==> src/rtl/ctrl_unit_pipe.sv <==
// ctrl_unit_pipe: RV32I decode plus ID/EX, EX/MEM and MEM/WB control registers for a 5-stage core.
// Revision: 1.0
`default_nettype none

module ctrl_unit_pipe #(
  parameter int ALUCTRL_W = 4,
  parameter int IMMSRC_W  = 3,
  parameter int RESSRC_W  = 2
) (
  input  logic                 clk,
  input  logic                 rst_n,
  input  logic [6:0]           op,
  input  logic [2:0]           funct3,
  input  logic [6:0]           funct7,
  input  logic                 flush_E,
  input  logic                 Zero_E,
  input  logic                 ALUlsb_E,
  output logic [IMMSRC_W-1:0]  ImmSrc_D,
  output logic                 Illegal_D,
  output logic [ALUCTRL_W-1:0] ALUctrl_E,
  output logic                 ALUsrc_E,
  output logic                 ALUsrcA_E,
  output logic                 JumpReg_E,
  output logic                 PCsrc_E,
  output logic                 MemWrite_M,
  output logic [2:0]           MemSize_M,
  output logic                 RegWrite_M,
  output logic                 RegWrite_W,
  output logic [RESSRC_W-1:0]  ResultSrc_W
);

  localparam logic [6:0] OP_R      = 7'b0110011;
  localparam logic [6:0] OP_IARITH = 7'b0010011;
  localparam logic [6:0] OP_LOAD   = 7'b0000011;
  localparam logic [6:0] OP_STORE  = 7'b0100011;
  localparam logic [6:0] OP_BRANCH = 7'b1100011;
  localparam logic [6:0] OP_LUI    = 7'b0110111;
  localparam logic [6:0] OP_AUIPC  = 7'b0010111;
  localparam logic [6:0] OP_JAL    = 7'b1101111;
  localparam logic [6:0] OP_JALR   = 7'b1100111;

  typedef struct packed {
    logic                 reg_write;
    logic [RESSRC_W-1:0]  result_src;
    logic                 mem_write;
    logic                 branch;
    logic                 jump;
    logic                 jump_reg;
    logic                 alu_src_a;
    logic                 alu_src;
    logic [ALUCTRL_W-1:0] alu_ctrl;
    logic [IMMSRC_W-1:0]  imm_src;
  } dec_t;

  typedef struct packed {
    logic                 reg_write;
    logic [RESSRC_W-1:0]  result_src;
    logic                 mem_write;
    logic                 branch;
    logic                 jump;
    logic                 jump_reg;
    logic                 alu_src_a;
    logic                 alu_src;
    logic [ALUCTRL_W-1:0] alu_ctrl;
    logic [2:0]           funct3;
  } ex_t;

  typedef struct packed {
    logic                reg_write;
    logic [RESSRC_W-1:0] result_src;
    logic                mem_write;
    logic [2:0]          funct3;
  } mem_t;

  typedef struct packed {
    logic                reg_write;
    logic [RESSRC_W-1:0] result_src;
  } wb_t;

  dec_t dec;
  logic illegal;
  ex_t  ex_d, ex_q;
  mem_t mem_d, mem_q;
  wb_t  wb_d, wb_q;
  logic taken;

  // Only funct7[5] distinguishes supported encodings.
  logic unused_funct7;
  assign unused_funct7 = ^{funct7[6], funct7[4:0]};

  always_comb begin
    dec     = '0;
    illegal = 1'b0;
    case (op)
      OP_R: begin
        dec.reg_write = 1'b1;
        dec.alu_ctrl  = ALUCTRL_W'({funct7[5], funct3});
      end
      OP_IARITH: begin
        dec.reg_write = 1'b1;
        dec.alu_src   = 1'b1;
        dec.alu_ctrl  = (funct3 == 3'b101) ? ALUCTRL_W'({funct7[5], funct3})
                                           : ALUCTRL_W'({1'b0, funct3});
      end
      OP_LOAD: begin
        dec.reg_write  = 1'b1;
        dec.alu_src    = 1'b1;
        dec.result_src = RESSRC_W'(2'b01);
      end
      OP_STORE: begin
        dec.mem_write = 1'b1;
        dec.alu_src   = 1'b1;
        dec.imm_src   = IMMSRC_W'(3'b001);
      end
      OP_BRANCH: begin
        dec.branch  = 1'b1;
        dec.imm_src = IMMSRC_W'(3'b010);
        case (funct3)
          3'b000, 3'b001: dec.alu_ctrl = ALUCTRL_W'(4'b1000);
          3'b100, 3'b101: dec.alu_ctrl = ALUCTRL_W'(4'b0010);
          3'b110, 3'b111: dec.alu_ctrl = ALUCTRL_W'(4'b0011);
          default: begin
            dec     = '0;
            illegal = 1'b1;
          end
        endcase
      end
      OP_LUI: begin
        dec.reg_write  = 1'b1;
        dec.imm_src    = IMMSRC_W'(3'b011);
        dec.result_src = RESSRC_W'(2'b11);
      end
      OP_AUIPC: begin
        dec.reg_write = 1'b1;
        dec.imm_src   = IMMSRC_W'(3'b011);
        dec.alu_src_a = 1'b1;
        dec.alu_src   = 1'b1;
      end
      OP_JAL: begin
        dec.reg_write  = 1'b1;
        dec.jump       = 1'b1;
        dec.imm_src    = IMMSRC_W'(3'b100);
        dec.result_src = RESSRC_W'(2'b10);
      end
      OP_JALR: begin
        if (funct3 == 3'b000) begin
          dec.reg_write  = 1'b1;
          dec.jump       = 1'b1;
          dec.jump_reg   = 1'b1;
          dec.alu_src    = 1'b1;
          dec.result_src = RESSRC_W'(2'b10);
        end else begin
          illegal = 1'b1;
        end
      end
      default: illegal = 1'b1;
    endcase
  end

  assign ImmSrc_D  = dec.imm_src;
  assign Illegal_D = illegal;

  // A flushed or illegal slot enters Execute as a full bubble, funct3 included.
  always_comb begin
    ex_d = '0;
    if (!flush_E && !illegal) begin
      ex_d.reg_write  = dec.reg_write;
      ex_d.result_src = dec.result_src;
      ex_d.mem_write  = dec.mem_write;
      ex_d.branch     = dec.branch;
      ex_d.jump       = dec.jump;
      ex_d.jump_reg   = dec.jump_reg;
      ex_d.alu_src_a  = dec.alu_src_a;
      ex_d.alu_src    = dec.alu_src;
      ex_d.alu_ctrl   = dec.alu_ctrl;
      ex_d.funct3     = funct3;
    end
  end

  always_comb begin
    case (ex_q.funct3)
      3'b000:         taken = Zero_E;
      3'b001:         taken = ~Zero_E;
      3'b100, 3'b110: taken = ALUlsb_E;
      3'b101, 3'b111: taken = ~ALUlsb_E;
      default:        taken = 1'b0;
    endcase
  end

  always_comb begin
    mem_d            = '0;
    mem_d.reg_write  = ex_q.reg_write;
    mem_d.result_src = ex_q.result_src;
    mem_d.mem_write  = ex_q.mem_write;
    mem_d.funct3     = ex_q.funct3;
    wb_d             = '0;
    wb_d.reg_write   = mem_q.reg_write;
    wb_d.result_src  = mem_q.result_src;
  end

  always_ff @(posedge clk) begin
    if (!rst_n) begin
      ex_q  <= '0;
      mem_q <= '0;
      wb_q  <= '0;
    end else begin
      ex_q  <= ex_d;
      mem_q <= mem_d;
      wb_q  <= wb_d;
    end
  end

  assign ALUctrl_E   = ex_q.alu_ctrl;
  assign ALUsrc_E    = ex_q.alu_src;
  assign ALUsrcA_E   = ex_q.alu_src_a;
  assign JumpReg_E   = ex_q.jump_reg;
  assign PCsrc_E     = ex_q.jump | (ex_q.branch & taken);
  assign MemWrite_M  = mem_q.mem_write;
  assign MemSize_M   = mem_q.funct3;
  assign RegWrite_M  = mem_q.reg_write;
  assign RegWrite_W  = wb_q.reg_write;
  assign ResultSrc_W = wb_q.result_src;

endmodule

`default_nettype wire

==> config.mk <==
export PLATFORM = sky130hd
export DESIGN_NAME = ctrl_unit_pipe
export DESIGN_NICKNAME = d
export VERILOG_FILES = /design/src/rtl/ctrl_unit_pipe.sv
export SDC_FILE = /design/constraint.sdc
export NUM_CORES = 1
export LEC_CHECK = 0
export ABC_AREA = 1
export BUFFER_PORTS_ARGS = -buffer_cell sky130_fd_sc_hd__buf_2
export CORE_UTILIZATION = 46
export CTS_BUF_LIST = sky130_fd_sc_hd__clkbuf_8
export DETAILED_ROUTE_END_ITERATION = 10
export GPL_TIMING_DRIVEN = 0
export PLACE_DENSITY_LB_ADDON = 0.1
export SLEW_MARGIN = 20
export SYNTH_ARGS = -nofsm -noshare
export SYNTH_HDL_FRONTEND = slang
export SYNTH_SLANG_ARGS = --single-unit
==> constraint.sdc <==
create_clock -name clk -period 1.14 [get_ports clk]
set_input_delay 0.228 -clock clk [delete_from_list [all_inputs] [get_ports clk]]
set_output_delay 0.228 -clock clk [all_outputs]
set_load 0.05 [all_outputs]
## Word-level counts from Yosys, hierarchy flattened

Cells that the tools add are included.

| storage, ports and cells | value |
|---|---|
| latch bits | 0 |
| bits in writable memories | 0 |
| memories kept | 0 |
| memory bits (read-only) | 0 |
| logic and storage cells | 76 |
| bits of input ports | 22 |
| output and inout bits | 20 |
| flip-flop bits (word level) | 26 |

| operators by class | value |
|---|---|
| bitwise operators | 4 |
| shifts and indexed selects | 0 |
| div/mod/pow operators | 0 |
| $mul | 0 |
| muxes and demuxes | 20 |
| reduce and logical (&&, ||, !) cells | 17 |
| eq/ne operators | 19 |
| order comparisons | 0 |
| $add $sub $neg | 0 |

Operators by type and width:

| kind | number |
|---|---|
| equality test 3 bit, second input constant | 8 |
| one-hot mux 4 bit (3 select lines) | 2 |
| equality test 7 x 6 -> 1 bit, second input constant | 3 |
| equality test 7 bit, second input constant | 3 |
| equality test 7 x 5 -> 1 bit, second input constant | 2 |
| one-hot mux 1 bit (3 select lines) | 4 |
| one-hot mux 3 bit (4 select lines) | 1 |
| OR reduction 2 bit | 6 |
| OR reduction 6 bit | 2 |
| one-hot mux 2 bit (5 select lines) | 1 |
| equality test 7 x 2 -> 1 bit, second input constant | 1 |
| OR reduction 7 bit | 1 |
| equality test 3 x 1 -> 1 bit, second input constant | 2 |
| logical NOT 3 bit | 2 |
| one-hot mux 1 bit (2 select lines) | 3 |
| 2-to-1 mux 5 bit | 1 |
| 2-to-1 mux 2 bit | 2 |
| 2-to-1 mux 4 bit | 1 |
| one-hot mux 1 bit (4 select lines) | 1 |
| OR reduction 4 bit | 1 |
| 2-to-1 mux 1 bit | 3 |
| 2-to-1 mux 3 bit | 1 |
| AND reduction 3 bit | 1 |
| logical NOT 1 bit | 2 |
| other kinds (5) | 6 |

## Depth between registers and ports, before layout

| depth | value |
|---|---|
| depth in word-level cells | 7 |
| depth in mapped cells | 11 |
| gate-level depth less buffers | 10 |

## Worst setup path before layout

No wires, ideal clock.

| timing path | value |
|---|---|
| kind | input port to output port |
| start point | in op[0] |
| end point | out Illegal_D |
| stages on the path | 9 |
| required time | 0.912 ns |
| path buffers | 0 |
| setup slack | -0.254 ns |
| arrival time | 1.166 ns |
| cells stage by stage | nand2_2 inv_2 nand2_2 inv_1 nand2_1 nand2_1 nor2_2 nand2_4 nand2_1 |

| between the ends | value |
|---|---|
| longest elaborated chain between the ends | 3 |
| elaborated cells between the ends (all ways) | 11 |
| classes of those cells | 9 x eq/ne; 1 x mux; 1 x reduce/logical |

RTL lines:

| what | line | source |
|---|---|---|
| start: declaration | 12 | `input logic [6:0] op,` |
| equality test 7 bit (tied with other cells) | 94 | `case (op)` |
| OR reduction 7 bit (no source line) | - |  |
| one-hot mux 1 bit (3 select lines) (*) | 94 |  |
| end: declaration | 19 | `output logic Illegal_D,` |

Mark *: on every way between the ends. The rest lies on a longest branch, timed or not.

## Worst setup path in the final report

| timing path | value |
|---|---|
| start point | reg ex_q[0] (netlist bit) |
| end point | out PCsrc_E |

| between the ends | value |
|---|---|
| longest elaborated chain between the ends | 5 |
| elaborated cells between the ends (all ways) | 11 |
| classes of those cells | 5 x eq/ne; 1 x mux; 2 x bitwise; 3 x reduce/logical |

RTL lines:

| what | line | source |
|---|---|---|
| start: declaration | 82 | `ex_t ex_d, ex_q;` |
| start signal: assignment | 203 | `ex_q <= '0;` |
| start signal: assignment | 207 | `ex_q <= ex_d;` |
| equality test 3 bit | 181 | `case (ex_q.funct3)` |
| OR reduction 2 bit | 181 |  |
| one-hot mux 1 bit (4 select lines) (*) | 181 |  |
| bitwise AND 1 bit (*) | 217 | `assign PCsrc_E = ex_q.jump \| (ex_q.branch & taken);` |
| bitwise OR 1 bit (*) | 217 |  |
| end: declaration | 24 | `output logic PCsrc_E,` |

Marked as above.

==> results.cfg <==
[setup_path]
critical_path.cell_chain = o21ai_1, a21oi_1, o21ai_1, nand2_2, buf_8
critical_path_class = reg2out
cp_slowest_cell = sky130_fd_sc_hd__dfxtp_4
timing.critical_path.max_delay_family = flip-flops
worst-path-buf-inv = 1
worst_path_most_repeated_cell = sky130_fd_sc_hd__o21ai_1
cp-start-kind = flip-flop
crit_arrival_ns = 1.20
worst-path-max-fanout = 5
endpoint_kind = output pin
timing.critical_path.slowest_cell_delay_ns = 0.36
crit_required_ns = 0.91

[cts]
cts_inserted_buffers = 3
ctsHtreeMaxLevel = 1
ctsRootBufferMaster = sky130_fd_sc_hd__clkbuf_8
tritoncts_clock_tree = done
cts.sink_count = 26
max-clock-path-buffers = 2
clk_latency_ns = 0.26
clk_transition_reported_paths_ns = 0.08

[grt]
pin_count_of_the_biggest_net_entering_global_routing = 15
grt_pass1_vias = 983
antenna_found_initial = 0
grt_use_total_pct = 17.4
overflow = 0
grt_first_pass_wirelength_um = 3710

[placed_design]
gp_congestion = 0.838
detailed_place.area_um2 = 1530
placement.io_buffers = 35
dpl.hpwl_um = 1720
placed_cells = 227

[synthesis]
synth_compound_gate_area_share_pct = 3.30
mappedNetlistArea_um2 = 1250
ys_seq_elements = 26
synth-xor-area-share_pct = 0
synth_mux_area_share_pct = 0
yosysWarnings = 0
synth_top_family_by_area = simple AND/OR/NAND/NOR gates
postSynthNetCount = 184
synth_area_in_simple_gates_pct = 36.6
synth_adder_area_share_pct = 0
synth_seq_area_share_pct = 41.6
synthesis.instances = 162
average_instance_area_after_synthesis_um2 = 7.72
synth.lib_cells_used.distinct = 22

[sta]
final_worst_setup_slack_ns = -0.288
slew-limit-headroom_pct = 74.6
worst_pin_slew_ns = 0.382
maximum_clock_skew_at_final_layout_ns = 0.00252
finalHoldViolCount = 0
grt_setup_unrepaired = yes
report.final.setup_viol = 17
final_min_period_over_clock_period_pct = 125
final-max-slew-violation-count = 0
post-route-min-period_ns = 1.43
achievable-frequency_ghz = 0.700

[routing]
drt_drc_violations_left = 0
drt-initial-drc-count = 8
vias = 1058
postRouteAntennaNets = 0
drt_wl_total_um = 2320
via_per_inst = 4.43
drt-pass1-iter-count = 4
routed_wire_length_per_instance_um = 9.71

[layout]
final_layout_size_suffix_gt1_share_pct = 50.7
syn_to_final_growth_pct = 48.1
n_fill_cell = 214
diodes = 0
finish.instance_area_um2 = 1850
nets = 232
final-instance-count-excl-fill = 239

[floorplanning]
initial_core_util_pct = 49.6
floorplan_die_width_um = 54.1
rows = 18
design.core.area_um2 = 2520
chipHeight_um = 54.1
fp.dieArea_um2 = 2930
io_count = 42

[min_path]
hold_path.class = in2reg

[power]
power_density_nw_per_um2 = 903
p_sw_share_pct = 22.2
switching_power_uw = 371
p_total_uw = 1670
power_frac_comb_pct = 12.2
pwr-share-clk_pct = 33.5
share_seq_of_total_power_pct = 54.3
power.ir.vdd_worst_v = 0.000771
power_report.internal_total_uw = 1300
power_leakage_uw = 0.000959

[job]
max_cap_violations = 0

[run_status]
result_of_the_run = finished, violations left
failed_checks = setup timing
power groups by stage:
| stage | Clock (uW) | Combinational, uW | Sequential, uW |
|---|---|---|---|
| detailed placement | 0 | 157 | 931 |
| CTS | 580 | 185 | 910 |
| floorplan | 0 | 98.9 | 931 |
| global route | 616 | 221 | 908 |
| global placement | 0 | 153 | 931 |
| finish | 560 | 204 | 908 |
cells by family after synthesis:
family | count (synthesis)
and+or+nand+nor | 81
buffers and inverters | 47
DFF | 26
AOI/OAI and AO/OA | 8
placed cells by master (no fill, tap or decap):
cell	n
sky130_fd_sc_hd__buf_12	1
sky130_fd_sc_hd__nor2_4	15
sky130_fd_sc_hd__nand2_4	6
sky130_fd_sc_hd__nand2_2	5
sky130_fd_sc_hd__a21oi_1	2
sky130_fd_sc_hd__nor2_2	4
sky130_fd_sc_hd__nand2_8	1
sky130_fd_sc_hd__o22ai_1	1
sky130_fd_sc_hd__dfxtp_1	25
sky130_fd_sc_hd__inv_8	1
sky130_fd_sc_hd__o21ai_1	2
sky130_fd_sc_hd__nand3_2	2
sky130_fd_sc_hd__dfxtp_4	1
sky130_fd_sc_hd__inv_4	3
sky130_fd_sc_hd__inv_2	5
sky130_fd_sc_hd__o21ai_0	2
sky130_fd_sc_hd__buf_6	5
sky130_fd_sc_hd__nand3_1	2
sky130_fd_sc_hd__clkbuf_16	1
sky130_fd_sc_hd__or2_4	1
sky130_fd_sc_hd__clkbuf_8	4
sky130_fd_sc_hd__nor3_1	3
sky130_fd_sc_hd__buf_4	24
sky130_fd_sc_hd__nand3_4	2
sky130_fd_sc_hd__clkbuf_1	1
sky130_fd_sc_hd__inv_1	26
sky130_fd_sc_hd__o21ai_4	1
sky130_fd_sc_hd__buf_2	16
sky130_fd_sc_hd__nand2_1	22
sky130_fd_sc_hd__nand4_1	2
sky130_fd_sc_hd__buf_8	7
sky130_fd_sc_hd__nor4_2	1
sky130_fd_sc_hd__nor2_1	15
layer usage:
layer | part of all wire (%) | global-route usage, % | vias up
li1 | - | - | 559
met3 | 3.4 | 1.69 | 2
met2 | 58 | 35.6 | 26
met4 | 0.82 | 6.41 | 0
met5 | 0 | 0 | -
met1 | 38 | 17.4 | 471
state kept, by name (all words and copies together) (netlist names):
name and cells:
ex_q 9, ALUctrl_E 4, MemSize_M 3, ResultSrc_W 2, mem_q 2, ALUsrcA_E 1, ALUsrc_E 1, JumpReg_E 1
MemWrite_M 1, RegWrite_M 1, RegWrite_W 1
area by class of cell:
class	count	area, um2	area share (%)
Timing Repair Buffer	45	383	20.7
Inverter	35	146	7.91
Multi-Input combinational cell	89	618	33.4
Sequential cell	26	524	28.3
Clock buffer	4	55.1	2.97
Tap cell	30	37.5	2.03
Buffer	10	87.6	4.73
final timing paths:
kind,slack [ns],cells past startpoint,from,end
worst max-delay path,-0.29,5,ex_q[0],PCsrc_E
worst min-delay path,0.27,3,funct3[0],ex_q[0]
worst max register to register,0.58,2,ex_q[0],MemSize_M[0]
worst min register to register,0.42,2,ex_q[14],mem_q[5]
per-stage QoR:
step	setup slack, ns	TNS (ns)	hold slack, ns	util, %
final	-0.288	-2.18	0.265	73.4
after global routing	-0.333	-3.54	0.288	73.4
after CTS	-0.304	-0.816	0.260	68.3
after detailed placement	-0.368	-5.26	0.403	60.8
after global placement	-0.378	-4.42	0.392	60.8
after floorplan	-0.0170	-0.157	0.390	-
cells in the mapped netlist:
cell type / instances / share of area [%]
sky130_fd_sc_hd__clkbuf_1: 1 / 0.30
sky130_fd_sc_hd__nor2_2: 5 / 2.5
sky130_fd_sc_hd__nor4_1: 1 / 0.50
sky130_fd_sc_hd__o22ai_1: 1 / 0.50
sky130_fd_sc_hd__or2_2: 1 / 0.50
sky130_fd_sc_hd__buf_12: 1 / 1.6
sky130_fd_sc_hd__nand3_1: 3 / 1.2
sky130_fd_sc_hd__nand3_4: 1 / 1.4
sky130_fd_sc_hd__nand2_2: 3 / 1.5
sky130_fd_sc_hd__buf_4: 10 / 6.0
sky130_fd_sc_hd__dfxtp_1: 26 / 42
sky130_fd_sc_hd__nor2_1: 18 / 5.4
sky130_fd_sc_hd__nor3_1: 3 / 1.2
sky130_fd_sc_hd__nor2_4: 11 / 9.9
sky130_fd_sc_hd__a21oi_1: 2 / 0.80
sky130_fd_sc_hd__o21ai_0: 5 / 2.0
sky130_fd_sc_hd__nand4_1: 2 / 1.0
sky130_fd_sc_hd__inv_2: 3 / 0.90
sky130_fd_sc_hd__inv_1: 32 / 9.6
sky130_fd_sc_hd__nand2_1: 30 / 9.0
sky130_fd_sc_hd__nand3_2: 2 / 1.6
sky130_fd_sc_hd__nand2_4: 1 / 0.90
repair_timing:
item                                    in CTS  in global routing
hold endpoints to repair                     0                  0
pin swaps                                   12                  8
resized for setup                           40                 26
buffers inserted                             3                  6
gates cloned                                 0                  1
hold buffers                                 0                  0
endpoints found under the setup margin      18                 19
worst min-delay path: cells and delay by family:
family                 cells  cell delay, ns
buffers and inverters      2            0.17
AND/OR/NAND/NOR            1            0.10
Power figures use the tool's default switching activity.
